--- src/rtl/mem_line_master_pkg.sv ---
// Shared widths, state encoding and beat helpers for the memory line master.
package mem_line_master_pkg;

   localparam int unsigned MEM_ADDR_BITS  = 32;
   localparam int unsigned MEM_DATA_BITS  = 128;
   localparam int unsigned MEM_TAG_BITS   = 5;
   localparam int unsigned BEATS          = 4;
   localparam int unsigned CNT_BITS       = 2;
   localparam int unsigned LINE_ADDR_BITS = MEM_ADDR_BITS - 2;
   localparam int unsigned LINE_DATA_BITS = BEATS * MEM_DATA_BITS;
   localparam int unsigned MASK_BITS      = MEM_DATA_BITS / 8;
   localparam int unsigned LINE_MASK_BITS = BEATS * MASK_BITS;

   localparam logic [MEM_TAG_BITS-1:0] TAG       = MEM_TAG_BITS'(0);
   localparam logic [CNT_BITS-1:0]     LAST_BEAT = CNT_BITS'(BEATS - 1);

   typedef enum logic [2:0] {
      IDLE    = 3'd0,
      RD_REQ  = 3'd1,
      RD_DATA = 3'd2,
      WR_SKIP = 3'd3,
      WR_REQ  = 3'd4,
      WR_DATA = 3'd5,
      DONE    = 3'd6
   } state_t;

   // Select one 128-bit beat out of a line.
   function automatic logic [MEM_DATA_BITS-1:0] beat_data(
      input logic [LINE_DATA_BITS-1:0] line,
      input logic [CNT_BITS-1:0]       idx
   );
      return line[32'(idx)*MEM_DATA_BITS +: MEM_DATA_BITS];
   endfunction

   // Select one beat's byte mask out of a line mask.
   function automatic logic [MASK_BITS-1:0] beat_mask(
      input logic [LINE_MASK_BITS-1:0] mask,
      input logic [CNT_BITS-1:0]       idx
   );
      return mask[32'(idx)*MASK_BITS +: MASK_BITS];
   endfunction

endpackage

--- src/rtl/mem_line_master_beat_buf.sv ---
// Read-assembly buffer: four 128-bit slots, each with its own write enable.
module mem_line_beat_buf
   import mem_line_master_pkg::*;
(
   input  logic                      clk,
   input  logic                      reset,
   input  logic [BEATS-1:0]          we,
   input  logic [MEM_DATA_BITS-1:0]  wdata,
   output logic [LINE_DATA_BITS-1:0] line
);

   // Capture an incoming beat into every enabled slot.
   always_ff @(posedge clk) begin
      if (reset) begin
         line <= '0;
      end else begin
         for (int b = 0; b < int'(BEATS); b++) begin
            if (we[b]) line[b*MEM_DATA_BITS +: MEM_DATA_BITS] <= wdata;
         end
      end
   end

endmodule

--- src/rtl/mem_line_master.sv ---
// Initiator that turns one 512-bit line request into memory beat transactions.
module mem_line_master
   import mem_line_master_pkg::*;
(
   input  logic                      clk,
   input  logic                      reset,
   input  logic                      line_req_valid,
   output logic                      line_req_ready,
   input  logic                      line_req_rw,
   input  logic [LINE_ADDR_BITS-1:0] line_req_addr,
   input  logic [LINE_DATA_BITS-1:0] line_req_wdata,
   input  logic [LINE_MASK_BITS-1:0] line_req_wmask,
   output logic                      line_resp_valid,
   output logic [LINE_DATA_BITS-1:0] line_resp_data,
   output logic                      mem_req_valid,
   input  logic                      mem_req_ready,
   output logic                      mem_req_rw,
   output logic [MEM_ADDR_BITS-1:0]  mem_req_addr,
   output logic [MEM_TAG_BITS-1:0]   mem_req_tag,
   output logic                      mem_req_data_valid,
   input  logic                      mem_req_data_ready,
   output logic [MEM_DATA_BITS-1:0]  mem_req_data_bits,
   output logic [MASK_BITS-1:0]      mem_req_data_mask,
   input  logic                      mem_resp_valid,
   input  logic [MEM_DATA_BITS-1:0]  mem_resp_data,
   input  logic [MEM_TAG_BITS-1:0]   mem_resp_tag
);

   state_t                    state, state_n;
   logic [CNT_BITS-1:0]       cnt, cnt_n;
   logic                      accept;
   logic                      read_done;
   logic                      beat_ok;
   logic [BEATS-1:0]          slot_we;
   logic [LINE_ADDR_BITS-1:0] line_q, line_n;
   logic [LINE_DATA_BITS-1:0] wdata_q;
   logic [LINE_MASK_BITS-1:0] wmask_q;
   logic [LINE_DATA_BITS-1:0] buf_line, assembled;

   assign mem_req_tag = TAG;
   assign beat_ok     = mem_resp_valid && (mem_resp_tag == TAG);
   assign line_n      = accept ? line_req_addr : line_q;

   // Next-state, beat counter and read-slot enables.
   always_comb begin
      state_n   = state;
      cnt_n     = cnt;
      accept    = 1'b0;
      read_done = 1'b0;
      slot_we   = '0;
      case (state)
         IDLE: begin
            if (line_req_valid) begin
               accept  = 1'b1;
               cnt_n   = '0;
               state_n = line_req_rw ? WR_SKIP : RD_REQ;
            end
         end
         RD_REQ: begin
            if (mem_req_ready) state_n = RD_DATA;
         end
         RD_DATA: begin
            if (beat_ok) begin
               slot_we[cnt] = 1'b1;
               if (cnt == LAST_BEAT) begin
                  read_done = 1'b1;
                  state_n   = DONE;
               end else begin
                  cnt_n = cnt + CNT_BITS'(1);
               end
            end
         end
         WR_SKIP: begin
            if (beat_mask(wmask_q, cnt) == '0) begin
               if (cnt == LAST_BEAT) state_n = DONE;
               else                  cnt_n   = cnt + CNT_BITS'(1);
            end else begin
               state_n = WR_REQ;
            end
         end
         WR_REQ: begin
            if (mem_req_ready) state_n = WR_DATA;
         end
         WR_DATA: begin
            if (mem_req_data_ready) begin
               if (cnt == LAST_BEAT) begin
                  state_n = DONE;
               end else begin
                  cnt_n   = cnt + CNT_BITS'(1);
                  state_n = WR_SKIP;
               end
            end
         end
         DONE:    state_n = IDLE;
         default: state_n = IDLE;
      endcase
   end

   // Completed line: buffered slots with the beat arriving this cycle merged in.
   always_comb begin
      assembled = buf_line;
      for (int b = 0; b < int'(BEATS); b++) begin
         if (slot_we[b]) assembled[b*MEM_DATA_BITS +: MEM_DATA_BITS] = mem_resp_data;
      end
   end

   // State and beat counter.
   always_ff @(posedge clk) begin
      if (reset) begin
         state <= IDLE;
         cnt   <= '0;
      end else begin
         state <= state_n;
         cnt   <= cnt_n;
      end
   end

   // Latch the client request so it may change after acceptance.
   always_ff @(posedge clk) begin
      if (reset) begin
         line_q  <= '0;
         wdata_q <= '0;
         wmask_q <= '0;
      end else if (accept) begin
         line_q  <= line_req_addr;
         wdata_q <= line_req_wdata;
         wmask_q <= line_req_wmask;
      end
   end

   // Registered outputs decoded from the upcoming state; payloads only move when entering a valid state.
   always_ff @(posedge clk) begin
      if (reset) begin
         line_req_ready     <= 1'b1;
         line_resp_valid    <= 1'b0;
         line_resp_data     <= '0;
         mem_req_valid      <= 1'b0;
         mem_req_rw         <= 1'b0;
         mem_req_addr       <= '0;
         mem_req_data_valid <= 1'b0;
         mem_req_data_bits  <= '0;
         mem_req_data_mask  <= '0;
      end else begin
         line_req_ready     <= (state_n == IDLE);
         line_resp_valid    <= (state_n == DONE);
         mem_req_valid      <= (state_n == RD_REQ) || (state_n == WR_REQ);
         mem_req_data_valid <= (state_n == WR_DATA);
         if (state_n == RD_REQ) begin
            mem_req_rw   <= 1'b0;
            mem_req_addr <= {line_n, 2'b00};
         end else if (state_n == WR_REQ) begin
            mem_req_rw   <= 1'b1;
            mem_req_addr <= {line_q, cnt_n};
         end
         if (state_n == WR_DATA) begin
            mem_req_data_bits <= beat_data(wdata_q, cnt_n);
            mem_req_data_mask <= beat_mask(wmask_q, cnt_n);
         end
         if (read_done) line_resp_data <= assembled;
      end
   end

   mem_line_beat_buf u_beat_buf (
      .clk   (clk),
      .reset (reset),
      .we    (slot_we),
      .wdata (mem_resp_data),
      .line  (buf_line)
   );

endmodule

--- config.mk ---
export PLATFORM = sky130hd
export DESIGN_NAME = mem_line_master
export DESIGN_NICKNAME = d
export VERILOG_FILES = /design/src/rtl/mem_line_master_pkg.sv /design/src/rtl/mem_line_master_beat_buf.sv /design/src/rtl/mem_line_master.sv
export SDC_FILE = /design/constraint.sdc
export NUM_CORES = 2
export LEC_CHECK = 0
export BUFFER_PORTS_ARGS = -buffer_cell sky130_fd_sc_hd__buf_2
export CORE_AREA = 8 8 556 558
export DETAILED_ROUTE_END_ITERATION = 10
export DIE_AREA = 0 0 564 566
export PLACE_DENSITY_LB_ADDON = 0.25
export SLEW_MARGIN = 5
export SYNTH_ARGS = -nofsm -noshare
export SYNTH_HDL_FRONTEND = slang
export SYNTH_SLANG_ARGS = --single-unit
--- constraint.sdc ---
create_clock -name clk -period 7.1 [get_ports clk]
set_clock_uncertainty 0.2 [all_clocks]
set_input_delay 0.355 -clock clk [delete_from_list [all_inputs] [get_ports clk]]
set_output_delay 0.355 -clock clk [all_outputs]
set_load 0.05 [all_outputs]
==> impl_results.md <==
- Reg-to-reg setup timing slack: 2.49 ns
- Pre-CTS setup slack: 2.71 ns
- Cells after synthesis: just over 8000
- Reg-to-reg endpoint: mem_req_data_bits[13]
- Site row count: 202
- P per Cell Area: ~260 nW/µm²
- Worst Hold Class: primary input to flip-flop
- RSZ-0062 raised after global routing: false
- DR DRC count: 0
- Worst r2r src: state[1]
- Hold_sp: line_req_wdata[340]
- Clock Sinks: 1688
- Final WS setup: between 2 and 2.5 ns
- Final slew viol count: 0
- CTS buffer count: 195
- Crit-path cells: a21oi_1 -> dlygate4sd3_1 -> o32ai_1 -> nor2_1 -> o21ai_4 -> buf_4 -> buf_4 -> a2111oi_0 -> nor3_1
- Outcome: complete, no violations
- Core area: between 300000 and 400000 µm²
- Sequential area share after synthesis: 0.533
- Number of global-route vias before repair: approximately 65000
- Worst path slowest cell: buf_4
- Critical Path RT: between 7 and 8 ns
- Final Cycle Share: 0.650
- Minimum clock period: around 4.6 ns
- Hold path depth: 4
- Via count: ~65000
- Critical path's largest stage delay: about 0.8 ns
- Final hold slack: a little under 0.08 ns
- Die width: 564 µm
- GR Util All Layers: 0.196
- Clock-pin slew on the worst setup and hold paths: 0.06 ns
- Hold Path End: wdata_q[340]
- Share of layout cells above drive strength 1: 0.181
- First-pass iteration count of the detailed router: 5
- FF+latch count, synth: between 1500 and 2000
- Final setup vio count: 0
- FILL cells: 32400
- Area Overhead vs Synth: 40.5%
- First-pass GRT wire length: 469 mm
- Die Footprint: between 300000 and 400000 µm²
- CP arrival: 5.13 ns
- Layout Utilization: 0.296
- Die height: around 570 µm
- Clock Tree Buf Depth: 4
- Syn_area_per_cell: 7.76 µm²
- CP Capture Type: flip-flop
- Area after DPL: about 74000 µm²
- Antenna violations before repair: 68
- Max Fclk: 0.217 GHz
- Most used cell, CP: buf_4
- Dominant synthesized flop cell: dfxtp_1
- Ys async rst share: 0
- Largest net degree at the start of global routing: 219
- Post-layout net count: around 11000
- Leak pwr: 33.5 nW
- IO buf count: between 1000 and 1500
- Antenna Violating Nets Remaining: 0
- Max VDD drop: 0.213 mV
- Post-synth cell types: 50
- Worst-Skew Late Latency: 0.90 ns
- CP Max Fanout: 79
- Clock root buffer: clkbuf_16
- Routability congestion estimate: roughly 0.84
- Starting Density: 0.211
- H-tree depth: 4
- Detailed Place HPWL: 233 mm
- Setup Total Neg Slack: 0 ns
- Crit path launch type: flip-flop
- Post_cts resized: 0
- Worst slew margin: 0.0500
- Final hold vios: 0
- IO Count: 1444
- Grt ovf: 0
- Synth Warn #: 0
- Worst-margin pin slew: 1.42 ns
- Initial DRC count: 5028
- Routed len/inst: 23.5 µm
- Final instance area: 89000 µm²
- Number of synthesized flops with an enable pin: 0
- Max-cap viol count: 0
- R2r worst-path depth: 9
- Cell Area, Synth: 63400 µm²
- Drt total wl: 333 mm
- Post-DR vias/cell: 4.62
- WS Path Type: flip-flop to flip-flop
- CTS tree: built
[flip-flops by register name, indices dropped and copies added, names as in the netlist]
name                count
cnt                     2
line_q                 30
line_req_ready          1
line_resp_data        512
line_resp_valid         1
mem_req_addr           32
mem_req_data_bits     128
mem_req_data_mask      16
mem_req_data_valid      1
mem_req_rw              1
mem_req_valid           1
state                   3
u_beat_buf.line       384
wdata_q               512
wmask_q                64
[placed cells by master (no fill, tap or decap), types with 4 or more instances in the layout]
cell,n
nand2_1,3014
dfxtp_1,1688
a21oi_1,1508
buf_2,1437
dlygate4sd3_1,864
clkbuf_16,196
inv_1,175
a2111oi_0,171
nor2b_1,148
nor3_1,148
o21ai_0,145
a221oi_1,144
a211oi_1,144
clkbuf_1,44
nor2_1,43
buf_4,43
clkinv_2,39
clkbuf_8,37
diode_2,32
a221o_1,30
buf_12,27
nor4_1,14
bufinv_16,14
inv_6,6
conb_1,5
nand3_1,4
nor4_2,4
inv_16,4
[synthesized netlist by cell type, types with 2 or more instances]
library cell,instances,area [µm²]
a2111oi_0,174,1520
a211oi_1,144,1080
a21o_1,2,15.0
a21oi_1,1509,7550
a221o_1,30,300
a221oi_1,144,1260
a31oi_1,3,18.8
and2_1,4,25.0
and3b_1,2,17.5
buf_1,19,71.3
buf_2,24,120
buf_4,6,45.0
clkbuf_1,677,2540
dfxtp_1,1688,33800
inv_1,176,661
mux2i_1,2,20.0
nand2_1,3017,11300
nand2b_1,3,18.8
nand3_1,4,20.0
nand3b_1,2,15.0
nand4_1,2,12.5
nor2_1,43,161
nor2b_1,148,926
nor3_1,149,746
nor3b_1,3,22.5
nor4_1,17,106
o21a_1,3,22.5
o21ai_0,145,726
or4_1,2,15.0
[metrics by stage]
step                std cells  total power (W)
finish                  14200           0.0232
global route            14200           0.0241
CTS                     14100           0.0235
detailed placement      12900           0.0127
global placement        12900           0.0127
floorplan                8167           0.0115
[cell type report]
cell class | instances | area, µm² | share of cell area
Antenna cell | 32 | 80.1 | 0.000900
Clock buffer | 277 | 5580 | 0.0627
Clock inverter | 71 | 896 | 0.0101
Inverter | 176 | 666 | 0.00748
Multi-Input combinational cell | 5577 | 26300 | 0.295
Sequential cell | 1688 | 33800 | 0.380
Tap cell | 3978 | 4980 | 0.0559
Timing Repair Buffer | 2372 | 16700 | 0.188
[kinds of logic after synthesis]
group / count (synthesis) / synth area share
AND/OR/NAND/NOR: 3404 / 0.213
AO/OA/AOI/OAI: 2164 / 0.199
flip-flops: 1688 / 0.533
buffers and inverters: 902 / 0.0543
multiplexers: 3 / 0.000494
XOR/XNOR: 1 / 0.000138
other: 1 / 0.0000592
[worst max-delay path: cells and delay by family (launching register included)]
kind / cells / cell delay, ns
flops: 1 / 0.51
compound gates: 4 / 0.89
simple gates: 2 / 0.47
buf+inv: 3 / 2.19
[worst max path at each step]
stage / slack (ns) / cells after the start / start / to
after floorplan: 4.36 / 8 / wmask_q[2] / mem_req_addr[21]
after global placement: 2.80 / 9 / wmask_q[9] / mem_req_data_bits[9]
after detailed placement: 2.71 / 9 / wmask_q[9] / mem_req_data_bits[13]
after CTS: 2.60 / 9 / state[1] / mem_req_data_bits[13]
after global routing: 2.31 / 9 / state[1] / mem_req_data_bits[13]
final: 2.49 / 9 / state[1] / mem_req_data_bits[13]
[where the power goes]
part	leakage, nW	internal [W]	total (W)	switching, W
clock	3.20	0.00600	0.0103	0.00435
combinational	16.6	0.000894	0.00276	0.00187
sequential	13.7	0.00985	0.0101	0.000256
total	33.5	0.0167	0.0232	0.00647
[repair_timing]
item | 4_1_cts | 5_1_grt
buffers inserted | 0 | 0
hold buffers | 864 | 0
hold endpoints to repair | 1154 | 0
[layer usage]
metal  share of wire  track usage
met3           0.069       0.0434
met4           0.064        0.108
met5         0.00061            0
met1            0.39        0.229
met2            0.47        0.334
(Power assumes the default switching activity.)
